===== src/rtl/fifo_read_ctrl.sv =====
// Read-side controller of an asynchronous FIFO: it owns the read pointer, the empty
// flag and the level count, and registers the memory read data behind a valid/ready stage.
module fifo_read_ctrl #(
    parameter int DATASIZE = 8,
    parameter int ADDRSIZE = 4
) (
    input  logic                rclk,
    input  logic                rrst,
    input  logic [ADDRSIZE:0]   rq2_wptr,
    input  logic [DATASIZE-1:0] rdata_mem,
    output logic [ADDRSIZE-1:0] raddr,
    output logic [ADDRSIZE:0]   rptr,
    output logic                rempty,
    output logic [ADDRSIZE:0]   rlevel,
    output logic [DATASIZE-1:0] dout,
    output logic                dout_valid,
    input  logic                dout_ready
);

    logic [ADDRSIZE:0]   rbin_q, rbin_d;
    logic [ADDRSIZE:0]   rptr_q, rptr_d;
    logic                rempty_q, rempty_d;
    logic [ADDRSIZE:0]   rlevel_q, rlevel_d;
    logic [DATASIZE-1:0] dout_q, dout_d;
    logic                dout_valid_q, dout_valid_d;
    logic                fetch;
    logic [ADDRSIZE:0]   wbin;

    always_comb begin
        // NOTE: every variable gets a default before any branch so no latch can be inferred.
        fetch        = !rempty_q && (!dout_valid_q || dout_ready);
        rbin_d       = rbin_q + {{ADDRSIZE{1'b0}}, fetch};
        rptr_d       = (rbin_d >> 1) ^ rbin_d;
        rempty_d     = (rptr_d == rq2_wptr);
        dout_d       = dout_q;
        dout_valid_d = dout_valid_q;

        // Gray to binary: each bit is the XOR of all Gray bits at and above it.
        wbin[ADDRSIZE] = rq2_wptr[ADDRSIZE];
        for (int i = ADDRSIZE - 1; i >= 0; i--) begin
            wbin[i] = wbin[i+1] ^ rq2_wptr[i];
        end
        rlevel_d = wbin - rbin_d;

        if (fetch) begin
            dout_d       = rdata_mem;
            dout_valid_d = 1'b1;
        end else if (dout_ready) begin
            dout_valid_d = 1'b0;
        end
    end

    always_ff @(posedge rclk) begin
        // NOTE: state uses non-blocking assignments so every register samples pre-edge values.
        if (rrst) begin
            rbin_q       <= '0;
            rptr_q       <= '0;
            rempty_q     <= 1'b1;
            rlevel_q     <= '0;
            dout_q       <= '0;
            dout_valid_q <= 1'b0;
        end else begin
            rbin_q       <= rbin_d;
            rptr_q       <= rptr_d;
            rempty_q     <= rempty_d;
            rlevel_q     <= rlevel_d;
            dout_q       <= dout_d;
            dout_valid_q <= dout_valid_d;
        end
    end

    assign raddr      = rbin_q[ADDRSIZE-1:0];
    assign rptr       = rptr_q;
    assign rempty     = rempty_q;
    assign rlevel     = rlevel_q;
    assign dout       = dout_q;
    assign dout_valid = dout_valid_q;

endmodule


===== config.mk =====
export PLATFORM = sky130hd
export DESIGN_NAME = fifo_read_ctrl
export DESIGN_NICKNAME = d
export VERILOG_FILES = /design/src/rtl/fifo_read_ctrl.sv
export SDC_FILE = /design/constraint.sdc
export NUM_CORES = 1
export LEC_CHECK = 0
export BUFFER_PORTS_ARGS = -buffer_cell sky130_fd_sc_hd__buf_2
export CAP_MARGIN = 30
export CORE_ASPECT_RATIO = 0.9
export CORE_MARGIN = 5
export CORE_UTILIZATION = 39
export CTS_CLUSTER_SIZE = 8
export DETAILED_ROUTE_END_ITERATION = 7
export MAX_ROUTING_LAYER = met4
export PLACE_DENSITY = 0.77
export SYNTH_ARGS = -nofsm -noshare
export SYNTH_HDL_FRONTEND = slang
export SYNTH_SLANG_ARGS = --single-unit

===== constraint.sdc =====
create_clock -name rclk -period 7.3 [get_ports rclk]
set_input_delay 0 -clock rclk [delete_from_list [all_inputs] [get_ports rclk]]
set_output_delay 0 -clock rclk [all_outputs]
set_load 0.05 [all_outputs]

## Word level (Yosys, flattened, before mapping)

Index checks and enable logic that the tools add are counted.

- Output and inout port bits: 24
- Word-level logic and storage cells: 21
- Bits of input ports: 16
- Register bits: 25

- Equality and inequality tests: 1
- Bitwise logic cells: 5
- Reductions and logical operators: 5
- Muxes and demuxes: 2
- Add/sub/neg operators: 2

Operator list:

| kind | number |
|---|---|
| 5-bit by 1-bit adder with 5-bit output | 1 |
| 5-bit == test | 1 |
| 5-bit subtractor | 1 |
| 4-bit by 5-bit XOR with 5-bit output | 1 |
| 1-bit XOR | 4 |
| 1-bit zero test | 2 |
| 1-bit two-way mux | 2 |
| 2-bit nonzero test | 1 |
| 1-bit logical AND | 1 |
| 1-bit logical OR | 1 |

## Depth between registers and ports, before layout

Gate-level depths: netlist (run 1).

- Word-level depth: 6
- Depth in mapped cells: 11
- Gate-level depth less buffers: 11

## Least setup slack after synthesis (run 1)

OpenSTA, ideal clock, no wires.

- Path kind: register to register
- Start point: register dout_valid_q (netlist: dout_valid)
- End point: register rlevel_q[4] (netlist: rlevel[4])
- Slack: 4,295 ps
- Path buffers: 1
- Required time: 7,172 ps
- Setup time: 128 ps
- Stages on the path, launching flop included: 12
- Period minus slack after synthesis: 3,005 ps
- Arrival: 2,877 ps
- Path through: dfxtp_1 nand2b_1 nor2b_1 buf_2 ha_1 ha_1 inv_1 fa_1 a21o_1 maj3_1 xnor2_1 nor2_1

- Longest elaborated chain between the ends: 5

Ends and longest elaborated chain:

| item | line | source |
|---|---|---|
| start, declared | 25 | `logic dout_valid_q, dout_valid_d;` |
| start signal, assigned | 68 | `dout_valid_q <= dout_valid_d;` |
| 1-bit zero test | 31 | `fetch = !rempty_q && (!dout_valid_q \|\| dout_ready);` |
| 1-bit logical OR | 31 |  |
| 1-bit logical AND | 31 |  |
| 5-bit by 1-bit adder with 5-bit output | 32 | `rbin_d = rbin_q + {{ADDRSIZE{1'b0}}, fetch};` |
| via rbin_d[1] | 20 | `logic [ADDRSIZE:0] rbin_q, rbin_d;` |
| 5-bit subtractor | 43 | `rlevel_d = wbin - rbin_d;` |
| end signal, assigned | 66 | `rlevel_q <= rlevel_d;` |
| end, declared | 23 | `logic [ADDRSIZE:0] rlevel_q, rlevel_d;` |

The timed path passes the listed nets, and every way through them passes these cells.
A chain may end at the register's enable or synchronous reset.

## Worst setup path after layout (run 1)

- Start point: register dout_valid_q (netlist: dout_valid)
- End point: register rlevel_q[4] (netlist: rlevel[4])

- Longest elaborated chain between the ends: 5

Ends and longest elaborated chain:

| item | line |
|---|---|
| 1-bit zero test | 31 |
| 1-bit logical OR | 31 |
| 1-bit logical AND | 31 |
| 5-bit by 1-bit adder with 5-bit output | 32 |
| 5-bit subtractor | 43 |

No other way between the ends.

==> metrics, run 1 <==
run status=finished clean; part of the cycle the worst path needs=44.5%; max-slew violation count=0; Seq cells post-synth=24; power density over cell area=257 nW/um2; Critical Path Sink Type=flip-flop; cell with the most instances after synthesis=sky130_fd_sc_hd__dfxtp_1; width of the die=65.7 um; Synth top cells by count=sky130_fd_sc_hd__dfxtp_1 (24), sky130_fd_sc_hd__nor2_1 (20), sky130_fd_sc_hd__xnor2_1 (11); area share of the leading cell type in the synthesized netlist=44.2%; wire length per cell=13.2 um; drt via density=4.80; area of the die=3950 um2; Clock Root Buffer=sky130_fd_sc_hd__clkbuf_4; area of the mapped netlist=1090 um2; clock latency on the worst-skew pair=320 ps; total cell area at the placement stage=1310 um2; maximum level of the CTS H-tree=1; dominant synthesized flop cell=sky130_fd_sc_hd__dfxtp_1; Slew @ Worst Pin=925 ps; Final ANT Viol Nets=0; total CTS buffers=3; least setup slack across all paths after layout=4050 ps; Mapped Nets=129; most area-consuming cells after synthesis=sky130_fd_sc_hd__dfxtp_1 (44%), sky130_fd_sc_hd__xnor2_1 (8.9%), sky130_fd_sc_hd__mux2i_1 (7.4%); TritonCTS clock tree=yes; worst clock skew=6.79 ps; number of instances in the synthesized netlist=107; total global-route track usage=13.2%; number of warnings issued by yosys=0; Remaining Overflow, GRT=0; fraction of registers with async set or reset after synthesis=0%; area leader, netlist=sky130_fd_sc_hd__dfxtp_1; maximum vdd drop=0.104 mV; headroom to the max-slew limit=38.2%; number of nets in the layout=179; post-detailed-routing wire length=2.45 mm; post-route worst hold slack=72.4 ps; post-cts sizing count=0; port bufs=39; EDFF count, synth=0; Worst Hold Class=input port to flip-flop; antenna diode instance count=0; Initial Util=40.2%; Cell Count, Final, Fillers Out=186; RSZ-0062 raised after global routing=false; arrival time of data at the critical path endpoint=3450 ps; Sum Neg Setup Slack=0 ps; share of layout cells above drive strength 1=29.5%; sequential share of the synthesized area=44.2%; placeable core region=2700 um2; Fmax achieved=0.308 GHz; count of cell types in the netlist=27; Post-Layout Inst Area=1450 um2; drt pass-1 iters=4; largest net degree at the start of global routing=25; maxcap violations=0; via count of the first global-routing pass=821; Worst Setup Path Type=flip-flop to flip-flop; buffers from clock root to sink, at most=2; count of standard-cell rows=18; share of the core filled with cells in the final layout=53.7%; number of cells in the design after placement=173; Clock Pin Slew Worst Setup and Hold Paths=130 ps; first-pass GRT wire length=3.79 mm; final hold violations=0; number of design rule violations left after detail routing=0; final RePlAce weighted congestion=0.794; count of hold-fix buffers inserted at cts=9; minimum setup slack after placement=4100 ps; Worst Path Required=7510 ps; Die H=60.1 um; Pwr Total=0.373 mW; final count of negative-setup-slack endpoints=0; crit path time final=3250 ps; layout overhead on the synthesized area=33.4%; element type at the critical path start=flip-flop; Critical Path Fanout Max=9; number of antenna violations at the first check in global routing=0; Leak Pwr=0.703 nW; vias post-DR=892; post-detailed-placement half-perimeter wirelength=1.81 mm; count of clock tree sinks=24; starting DRC count in detailed routing=48; ports placed on the boundary=40; post-synthesis average cell area=10.2 um2; number of setup buffers added after CTS=0
layer usage:
metal	GRT usage, %	routed length [um]	vias to the layer above
met5	-	0	-
met4	5.33	42	0
met3	3.01	128	4
met2	21.1	1220	22
met1	15.9	1060	416
li1	-	-	450
where the power goes:
group	internal (mW)	switching (mW)
Combinational	0.0432	0.0845
Clock	0.0555	0.0405
Sequential	0.144	0.00486
Total	0.243	0.130
state kept, by name (all words and copies together) (netlist names):
signal	cells
rempty	1
rptr	4
dout	8
dout_valid	1
rbin_q	5
rlevel	5
worst paths after layout:
path | startpoint | endpoint | cells past startpoint | slack [ps]
worst max register to register | dout_valid$_SDFFE_PP0P_ | rlevel[4]$_SDFF_PP0_ | 10 | 4050
worst max-delay path | dout_valid$_SDFFE_PP0P_ | rlevel[4]$_SDFF_PP0_ | 10 | 4050
worst min register to register | rempty$_SDFF_PP1_ | dout_valid$_SDFFE_PP0P_ | 1 | 450
worst min-delay path | rrst | rlevel[0]$_SDFF_PP0_ | 2 | 70
worst max-delay path, cell delays in order, from the launching register on:
cell	delay [ps]
sky130_fd_sc_hd__dfxtp_1	330
sky130_fd_sc_hd__nand2b_1	80
sky130_fd_sc_hd__nor2b_1	740
sky130_fd_sc_hd__ha_1	370
sky130_fd_sc_hd__ha_1	310
sky130_fd_sc_hd__xnor2_2	220
sky130_fd_sc_hd__ha_1	330
sky130_fd_sc_hd__a21o_1	180
sky130_fd_sc_hd__maj3_1	370
sky130_fd_sc_hd__xnor2_1	140
sky130_fd_sc_hd__nor2_1	50
layout make-up:
| class | instances | area, um2 |
|---|---|---|
| repair buffers | 48 | 285 |
| clock buffers | 3 | 22.5 |
| flip-flops and latches | 24 | 480 |
| well taps | 30 | 37.5 |
| clock inverters | 1 | 30.0 |
| fillers | 234 | 1250 |
| inverters | 3 | 11.3 |
| multi-input cells | 77 | 583 |
cell families (layout without fill, tap and decap cells):
group                    count (synthesis)  count (layout)  synth area share (%)
AO/OA/AOI/OAI                            8               8                  5.41
XOR/XNOR                                20              20                  18.1
multiplexers                             8               8                  7.37
buffers and inverters                    6              55                  2.19
flip-flops                              24              24                  44.2
AND/OR/NAND/NOR                         34              34                  14.3
adder cells (fa/ha/maj)                  7               7                  8.52
cells in the final DEF (no fill, tap or decap):
cell,Yosys,final
sky130_fd_sc_hd__a21boi_0,1,1
sky130_fd_sc_hd__a21o_1,2,2
sky130_fd_sc_hd__a21oi_1,2,2
sky130_fd_sc_hd__a41o_1,1,1
sky130_fd_sc_hd__and2_2,1,1
sky130_fd_sc_hd__and3b_2,1,1
sky130_fd_sc_hd__buf_2,1,39
sky130_fd_sc_hd__bufinv_16,0,1
sky130_fd_sc_hd__clkbuf_4,0,3
sky130_fd_sc_hd__dfxtp_1,24,24
sky130_fd_sc_hd__dlygate4sd3_1,0,9
sky130_fd_sc_hd__fa_1,1,1
sky130_fd_sc_hd__ha_1,5,5
sky130_fd_sc_hd__inv_1,3,3
sky130_fd_sc_hd__maj3_1,1,1
sky130_fd_sc_hd__mux2i_1,8,8
sky130_fd_sc_hd__nand2_1,3,3
sky130_fd_sc_hd__nand2b_1,1,1
sky130_fd_sc_hd__nand3_1,3,3
sky130_fd_sc_hd__nor2_1,20,20
sky130_fd_sc_hd__nor2b_1,3,3
sky130_fd_sc_hd__nor3_1,1,1
sky130_fd_sc_hd__o211ai_1,1,1
sky130_fd_sc_hd__o2bb2ai_1,1,1
sky130_fd_sc_hd__or3_1,1,1
sky130_fd_sc_hd__xnor2_1,11,11
sky130_fd_sc_hd__xnor2_2,1,1
sky130_fd_sc_hd__xnor3_1,1,1
sky130_fd_sc_hd__xor2_1,7,7
No activity file was read; power rests on OpenSTA's default activity.
==> run 2, diff against run 1 <==
- PLACE_DENSITY: 0.77 -> 0.79
- clock period: 7.3 -> 2.8 ns (I/O delays scaled with it)
==> run 2 against run 1 <==
Sequential power rose to 2.6 times the previous value. Critical endpoint unchanged. Critical path depth did not move. Non-clock buffer count rose by 1. Core utilization rose by 0.74 points. Global-route usage rose by 0.087 points. Die area did not move. Clock-buffer cell count did not move. Sequential share of layout area fell by 0.11 points. Via count fell by 0.22%. Largest power group unchanged.
==> metrics, run 2 (synthesized netlist as in run 1, its figures left out) <==
wire length per cell=13.3 um (was 13.2 um); Die H=60.1 um (unchanged); Critical Path Fanout Max=6 (was 9); first-pass GRT wire length=3.84 mm (was 3.79 mm); part of the cycle the worst path needs=92.8% (was 44.5%); worst clock skew=3.17 ps (was 6.79 ps); share of the core filled with cells in the final layout=54.4% (was 53.7%); drt pass-1 iters=4 (unchanged); critical-path cell list=nand2b_1 -> nor2b_1 -> ha_2 -> ha_2 -> xnor2_2 -> ha_1 -> a21o_1 -> maj3_1 -> xnor2_1 -> nor2_1 (was nand2b_1 -> nor2b_1 -> ha_1 -> ha_1 -> xnor2_2 -> ha_1 -> a21o_1 -> maj3_1 -> xnor2_1 -> nor2_1); number of cells in the design after placement=174 (was 173); antenna diode instance count=0 (unchanged); headroom to the max-slew limit=71.1% (was 38.2%); element type at the critical path start=flip-flop (unchanged); count of clock tree sinks=24 (unchanged); critical path's top delay family=adder cells (unchanged); Post-Layout Inst Area=1470 um2 (was 1450 um2); max reg flops=8 (unchanged); final hold violations=0 (unchanged); drt via density=4.76 (was 4.80); Remaining Overflow, GRT=0 (unchanged); Worst Setup Path Type=flip-flop to flip-flop (unchanged); Worst Hold Class=input port to flip-flop (unchanged); minimum setup slack after placement=100 ps (was 4100 ps); portion of total power attributed to sequential cells=39.6% (was 40.0%); Clk pwr share=25.7% (was 25.8%); total global-route track usage=13.2% (about the same); Sum Neg Setup Slack=0 ps (unchanged); fillers=230 (was 234); least setup slack across all paths after layout=202 ps (was 4050 ps); maximum single-stage delay on the critical path=360 ps (was 740 ps); Initial Util=40.2% (unchanged); width of the die=65.7 um (unchanged); multi-input logic area=591 um2 (was 583 um2); Cell Count, Final, Fillers Out=187 (was 186); placeable core region=2700 um2 (unchanged); internal power component=0.638 mW (was 0.243 mW); post-route worst hold slack=64.7 ps (was 72.4 ps); Clock Root Buffer=sky130_fd_sc_hd__clkbuf_4 (unchanged); Slew @ Worst Pin=433 ps (was 925 ps); worst setup path start=dout_valid$_SDFFE_PP0P_ (unchanged); worst path bufs/invs=0 (unchanged); ports placed on the boundary=40 (unchanged); layout overhead on the synthesized area=35.2% (was 33.4%); relative contribution of combinational cells to total power=34.6% (was 34.3%); final count of negative-setup-slack endpoints=0 (unchanged); TritonCTS clock tree=yes (unchanged); total CTS buffers=3 (unchanged); arrival time of data at the critical path endpoint=2810 ps (was 3450 ps); hold_sp=rrst (unchanged); maximum level of the CTS H-tree=1 (unchanged); clock latency on the worst-skew pair=320 ps (about the same); Fmax achieved=0.385 GHz (was 0.308 GHz); commonest non-fill, non-tap cells in the layout=sky130_fd_sc_hd__buf_2 (39), sky130_fd_sc_hd__dfxtp_1 (22), sky130_fd_sc_hd__nor2_1 (20), sky130_fd_sc_hd__xnor2_1 (11), sky130_fd_sc_hd__dlygate4sd3_1 (9) (was sky130_fd_sc_hd__buf_2 (39), sky130_fd_sc_hd__dfxtp_1 (24), sky130_fd_sc_hd__nor2_1 (20), sky130_fd_sc_hd__xnor2_1 (11), sky130_fd_sc_hd__dlygate4sd3_1 (9)); starting DRC count in detailed routing=25 (was 48); total cell area at the placement stage=1320 um2 (was 1310 um2); worst r2r src=dout_valid$_SDFFE_PP0P_ (unchanged); number of nets in the layout=180 (was 179); vias post-DR=890 (was 892); Final ANT Viol Nets=0 (unchanged); most frequent cell on the critical path=sky130_fd_sc_hd__ha_2 (was sky130_fd_sc_hd__ha_1); run status=finished clean (unchanged); Leak Pwr=0.704 nW (was 0.703 nW); slowest library cell on the worst path=sky130_fd_sc_hd__dfxtp_4 (was sky130_fd_sc_hd__nor2b_1); maximum vdd drop=0.265 mV (was 0.104 mV); buffers from clock root to sink, at most=2 (unchanged); max-slew violation count=0 (unchanged); power density over cell area=667 nW/um2 (was 257 nW/um2); count of standard-cell rows=18 (unchanged); largest net degree at the start of global routing=25 (unchanged); leading cell type in the layout, fill and taps excluded=sky130_fd_sc_hd__buf_2 (unchanged); Critical Path Sink Type=flip-flop (unchanged); crit path time final=2600 ps (was 3250 ps); share of layout cells above drive strength 1=33.1% (was 29.5%); post-detailed-placement half-perimeter wirelength=1.82 mm (was 1.81 mm); area of the die=3950 um2 (unchanged); switching power=0.343 mW (was 0.130 mW); Worst Path Required=3020 ps (was 7510 ps); maxcap violations=0 (unchanged); via count of the first global-routing pass=871 (was 821); Net Sw Frac=35.0% (was 34.8%); number of antenna violations at the first check in global routing=0 (unchanged); Clock Pin Slew Worst Setup and Hold Paths=130 ps (about the same); post-detailed-routing wire length=2.48 mm (was 2.45 mm); Pwr Total=0.981 mW (was 0.373 mW); final RePlAce weighted congestion=0.833 (was 0.794); number of design rule violations left after detail routing=0 (unchanged); Reg area=485 um2 (was 480 um2); port bufs=39 (unchanged)
## run 2: cell types whose count changed in the layout (fill, tap and decap cells not counted), sizes merged
cell	before	now
buf	39	40
## run 2: what timing repair did
action,4_1_cts,5_1_grt
gates resized for setup,0,3
buffers inserted,0,0
endpoints found under the hold margin,9,0
hold buffers,9,0
endpoints found under the setup margin,0,1
## run 2: area by class of cell
cell class                 instances  area share (%)
clock buffer                       3            1.53
clock inverter                     1            2.04
inverter                           3           0.766
multi-input combinational         77            40.2
sequential                        24            33.0
tap                               30            2.55
timing repair buffer              49            19.9
## run 2: worst paths after layout
check	end	slack, ps	cells after the start
max	rlevel[4]$_SDFF_PP0_	200	10
min	rbin_q[1]$_SDFF_PP0_	60	2
max reg2reg	rlevel[4]$_SDFF_PP0_	200	10
min reg2reg	dout_valid$_SDFFE_PP0P_	440	1
## run 2: power groups by stage
stage	combinational (mW)	sequential [mW]	clock (mW)
2_1_floorplan	0.125	0.521	0
6_report	0.340	0.389	0.253
4_1_cts	0.337	0.389	0.254
5_1_grt	0.367	0.393	0.273
3_5_place_dp	0.324	0.397	0
3_3_place_gp	0.317	0.396	0
## run 2: per-layer routing
layer | global-route usage, % | vias up | wire length, um
li1 | - | 450 | -
met5 | - | - | 0
met4 | 6.21 | 0 | 48
met3 | 3.01 | 5 | 162
met2 | 21.1 | 30 | 1170
met1 | 15.8 | 405 | 1100
==> run 3, diff against run 2 <==
- BUFFER_PORTS_ARGS: -buffer_cell sky130_fd_sc_hd__buf_2 -> unset
- DONT_BUFFER_PORTS: unset -> 1
- PLACE_DENSITY: 0.79 -> 0.66
==> run 3 against run 2 <==
Wire length down 13%. Global-route usage down 1.1 points. Sequential share of layout area grew 2.9 points. Core utilization is 4.4 points lower. Hold slack gained 13 ps. Clock skew is 4.6 ps higher. Non-clock buffer count shrank 29. Via count down 14%. Cell count decreased by 16%. Register-to-register slack hardly changed. Sequential power up 28%. Critical path type unchanged. Largest cell class unchanged.
==> metrics, run 3 (synthesized netlist as in run 1, its figures left out) <==
run status=finished clean (unchanged); Clock Pin Slew Worst Setup and Hold Paths=140 ps (was 130 ps); Net Sw Frac=34.6% (was 35.0%); element type at the critical path start=flip-flop (unchanged); post-route worst hold slack=77.3 ps (was 64.7 ps); slowest library cell on the worst path=sky130_fd_sc_hd__dfxtp_4 (unchanged); GR Util met3=3.76% (was 3.01%); leading cell type in the layout, fill and taps excluded=sky130_fd_sc_hd__dfxtp_1 (was sky130_fd_sc_hd__buf_2); Sum Neg Setup Slack=0 ps (unchanged); max reg flops=8 (unchanged); GRT busiest layer=met2 (unchanged); fillers=250 (was 230); TritonCTS clock tree=yes (unchanged); met1 track demand over resource in global routing=14.8% (was 15.8%); Leak Pwr=0.577 nW (was 0.704 nW); post-detailed-placement half-perimeter wirelength=1.60 mm (was 1.82 mm); switching power=0.325 mW (was 0.343 mW); width of the die=65.7 um (unchanged); Die H=60.1 um (unchanged); Initial Util=40.2% (unchanged); Worst Path Required=2990 ps (was 3020 ps); post-detailed-routing wire length=2.15 mm (was 2.48 mm); share of layout cells above drive strength 1=12.5% (was 33.1%); Worst Hold Class=input port to flip-flop (unchanged); Pwr Total=0.940 mW (was 0.981 mW); count of standard-cell rows=18 (unchanged); maxcap violations=0 (unchanged); clock latency on the worst-skew pair=310 ps (was 320 ps); relative contribution of combinational cells to total power=20.7% (was 34.6%); commonest non-fill, non-tap cells in the layout=sky130_fd_sc_hd__dfxtp_1 (22), sky130_fd_sc_hd__nor2_1 (20), sky130_fd_sc_hd__dlygate4sd3_1 (13), sky130_fd_sc_hd__xnor2_1 (11), sky130_fd_sc_hd__mux2i_1 (8) (was sky130_fd_sc_hd__buf_2 (39), sky130_fd_sc_hd__dfxtp_1 (22), sky130_fd_sc_hd__nor2_1 (20), sky130_fd_sc_hd__xnor2_1 (11), sky130_fd_sc_hd__dlygate4sd3_1 (9)); internal power component=0.615 mW (was 0.638 mW); Clk pwr share=26.5% (was 25.7%); power density over cell area=695 nW/um2 (was 667 nW/um2); Critical Path Sink Type=flip-flop (unchanged); first-pass GRT wire length=3.45 mm (was 3.84 mm); layout overhead on the synthesized area=24.4% (was 35.2%); Critical Path Fanout Max=6 (unchanged); met2 usage=17.7% (was 21.1%); drt via density=4.82 (was 4.76); final count of negative-setup-slack endpoints=0 (unchanged); headroom to the max-slew limit=42.8% (was 71.1%); Post-Layout Inst Area=1350 um2 (was 1470 um2); max-slew violation count=0 (unchanged); critical-path cell list=nand2b_1 -> nor2b_1 -> ha_1 -> ha_1 -> xnor2_2 -> ha_1 -> a21o_1 -> maj3_1 -> xnor2_1 -> nor2_1 (was nand2b_1 -> nor2b_1 -> ha_2 -> ha_2 -> xnor2_2 -> ha_1 -> a21o_1 -> maj3_1 -> xnor2_1 -> nor2_1); worst clock skew=7.74 ps (was 3.17 ps); hold_sp=rq2_wptr[0] (was rrst); portion of total power attributed to sequential cells=52.9% (was 39.6%); number of antenna violations at the first check in global routing=0 (unchanged); number of design rule violations left after detail routing=0 (unchanged); total CTS buffers=3 (unchanged); Fmax achieved=0.386 GHz (was 0.385 GHz); final RePlAce weighted congestion=0.739 (was 0.833); total cell area at the placement stage=1170 um2 (was 1320 um2); Clock Root Buffer=sky130_fd_sc_hd__clkbuf_4 (unchanged); maximum level of the CTS H-tree=1 (unchanged); antenna diode instance count=0 (unchanged); final hold violations=0 (unchanged); total global-route track usage=12.2% (was 13.2%); part of the cycle the worst path needs=92.4% (was 92.8%); vias post-DR=762 (was 890); ports placed on the boundary=40 (unchanged); maximum single-stage delay on the critical path=360 ps (about the same); via count of the first global-routing pass=746 (was 871); count of clock tree sinks=24 (unchanged); Final ANT Viol Nets=0 (unchanged); buffers from clock root to sink, at most=2 (unchanged); arrival time of data at the critical path endpoint=2780 ps (was 2810 ps); worst setup path start=dout_valid$_SDFFE_PP0P_ (unchanged); RSZ-0062 raised after global routing=false; worst r2r src=dout_valid$_SDFFE_PP0P_ (unchanged); number of nets in the layout=151 (was 180); crit path time final=2590 ps (was 2600 ps); drt pass-1 iters=3 (was 4); area of the die=3950 um2 (unchanged); placeable core region=2700 um2 (unchanged); Slew @ Worst Pin=855 ps (was 433 ps); Worst Setup Path Type=flip-flop to flip-flop (unchanged); Remaining Overflow, GRT=0 (unchanged); port bufs=0 (was 39); wire length per cell=13.6 um (was 13.3 um); maximum vdd drop=0.270 mV (was 0.265 mV); most frequent cell on the critical path=sky130_fd_sc_hd__ha_1 (was sky130_fd_sc_hd__ha_2); largest net degree at the start of global routing=25 (unchanged); number of setup buffers added after CTS=0 (unchanged); starting DRC count in detailed routing=17 (was 25)
run 3: cell type report:
class / instances / area (um2) / area share, %
multi-input cells: 77 / 583 / 43.1
flip-flops and latches: 24 / 485 / 35.9
repair buffers: 20 / 183 / 13.5
well taps: 30 / 37.5 / 2.78
clock inverters: 1 / 30.0 / 2.22
clock buffers: 3 / 22.5 / 1.67
inverters: 3 / 11.3 / 0.833
run 3: power by group through the flow:
stage               clock [mW]  sequential [mW]  combinational, mW
floorplan                    0            0.521              0.125
detailed placement           0            0.506              0.175
global placement             0            0.506              0.171
global route             0.277            0.501              0.216
finish                   0.249            0.497              0.195
CTS                      0.255            0.498              0.196
run 3: critical path: cells and delay by family (launching register included):
family,cells,cell delay [ps]
flops,1,360
compound gates,1,170
fa+ha+maj,4,1190
xor+xnor,2,490
simple gates,3,260
run 3: layer usage:
layer  up-vias  part of all wire [%]
met4         0                   1.9
met1       345                    43
li1        394                     -
met5         -                     0
met2        19                    48
met3         4                   6.8
run 3: metrics by stage:
step,cells,util [%],worst slack [ps]
after floorplan,107,-,50.0
after global placement,141,43.3,284
after detailed placement,141,43.3,233
after CTS,158,50.0,193
after global routing,158,50.0,41.8
final,158,50.0,212
run 3: worst paths after layout:
path                                              to  slack [ps]  cells after the start
worst max-delay path            rlevel[4]$_SDFF_PP0_         210                     10
worst min-delay path               rempty$_SDFF_PP1_          80                      4
worst max register to register  rlevel[4]$_SDFF_PP0_         210                     10
worst min register to register  rbin_q[2]$_SDFF_PP0_         680                      2
run 3: what timing repair did:
| action | 4_1_cts | 5_1_grt |
|---|---|---|
| hold buffers | 13 | 0 |
| gates resized for setup | 0 | 0 |
| endpoints found under the hold margin | 24 | 0 |
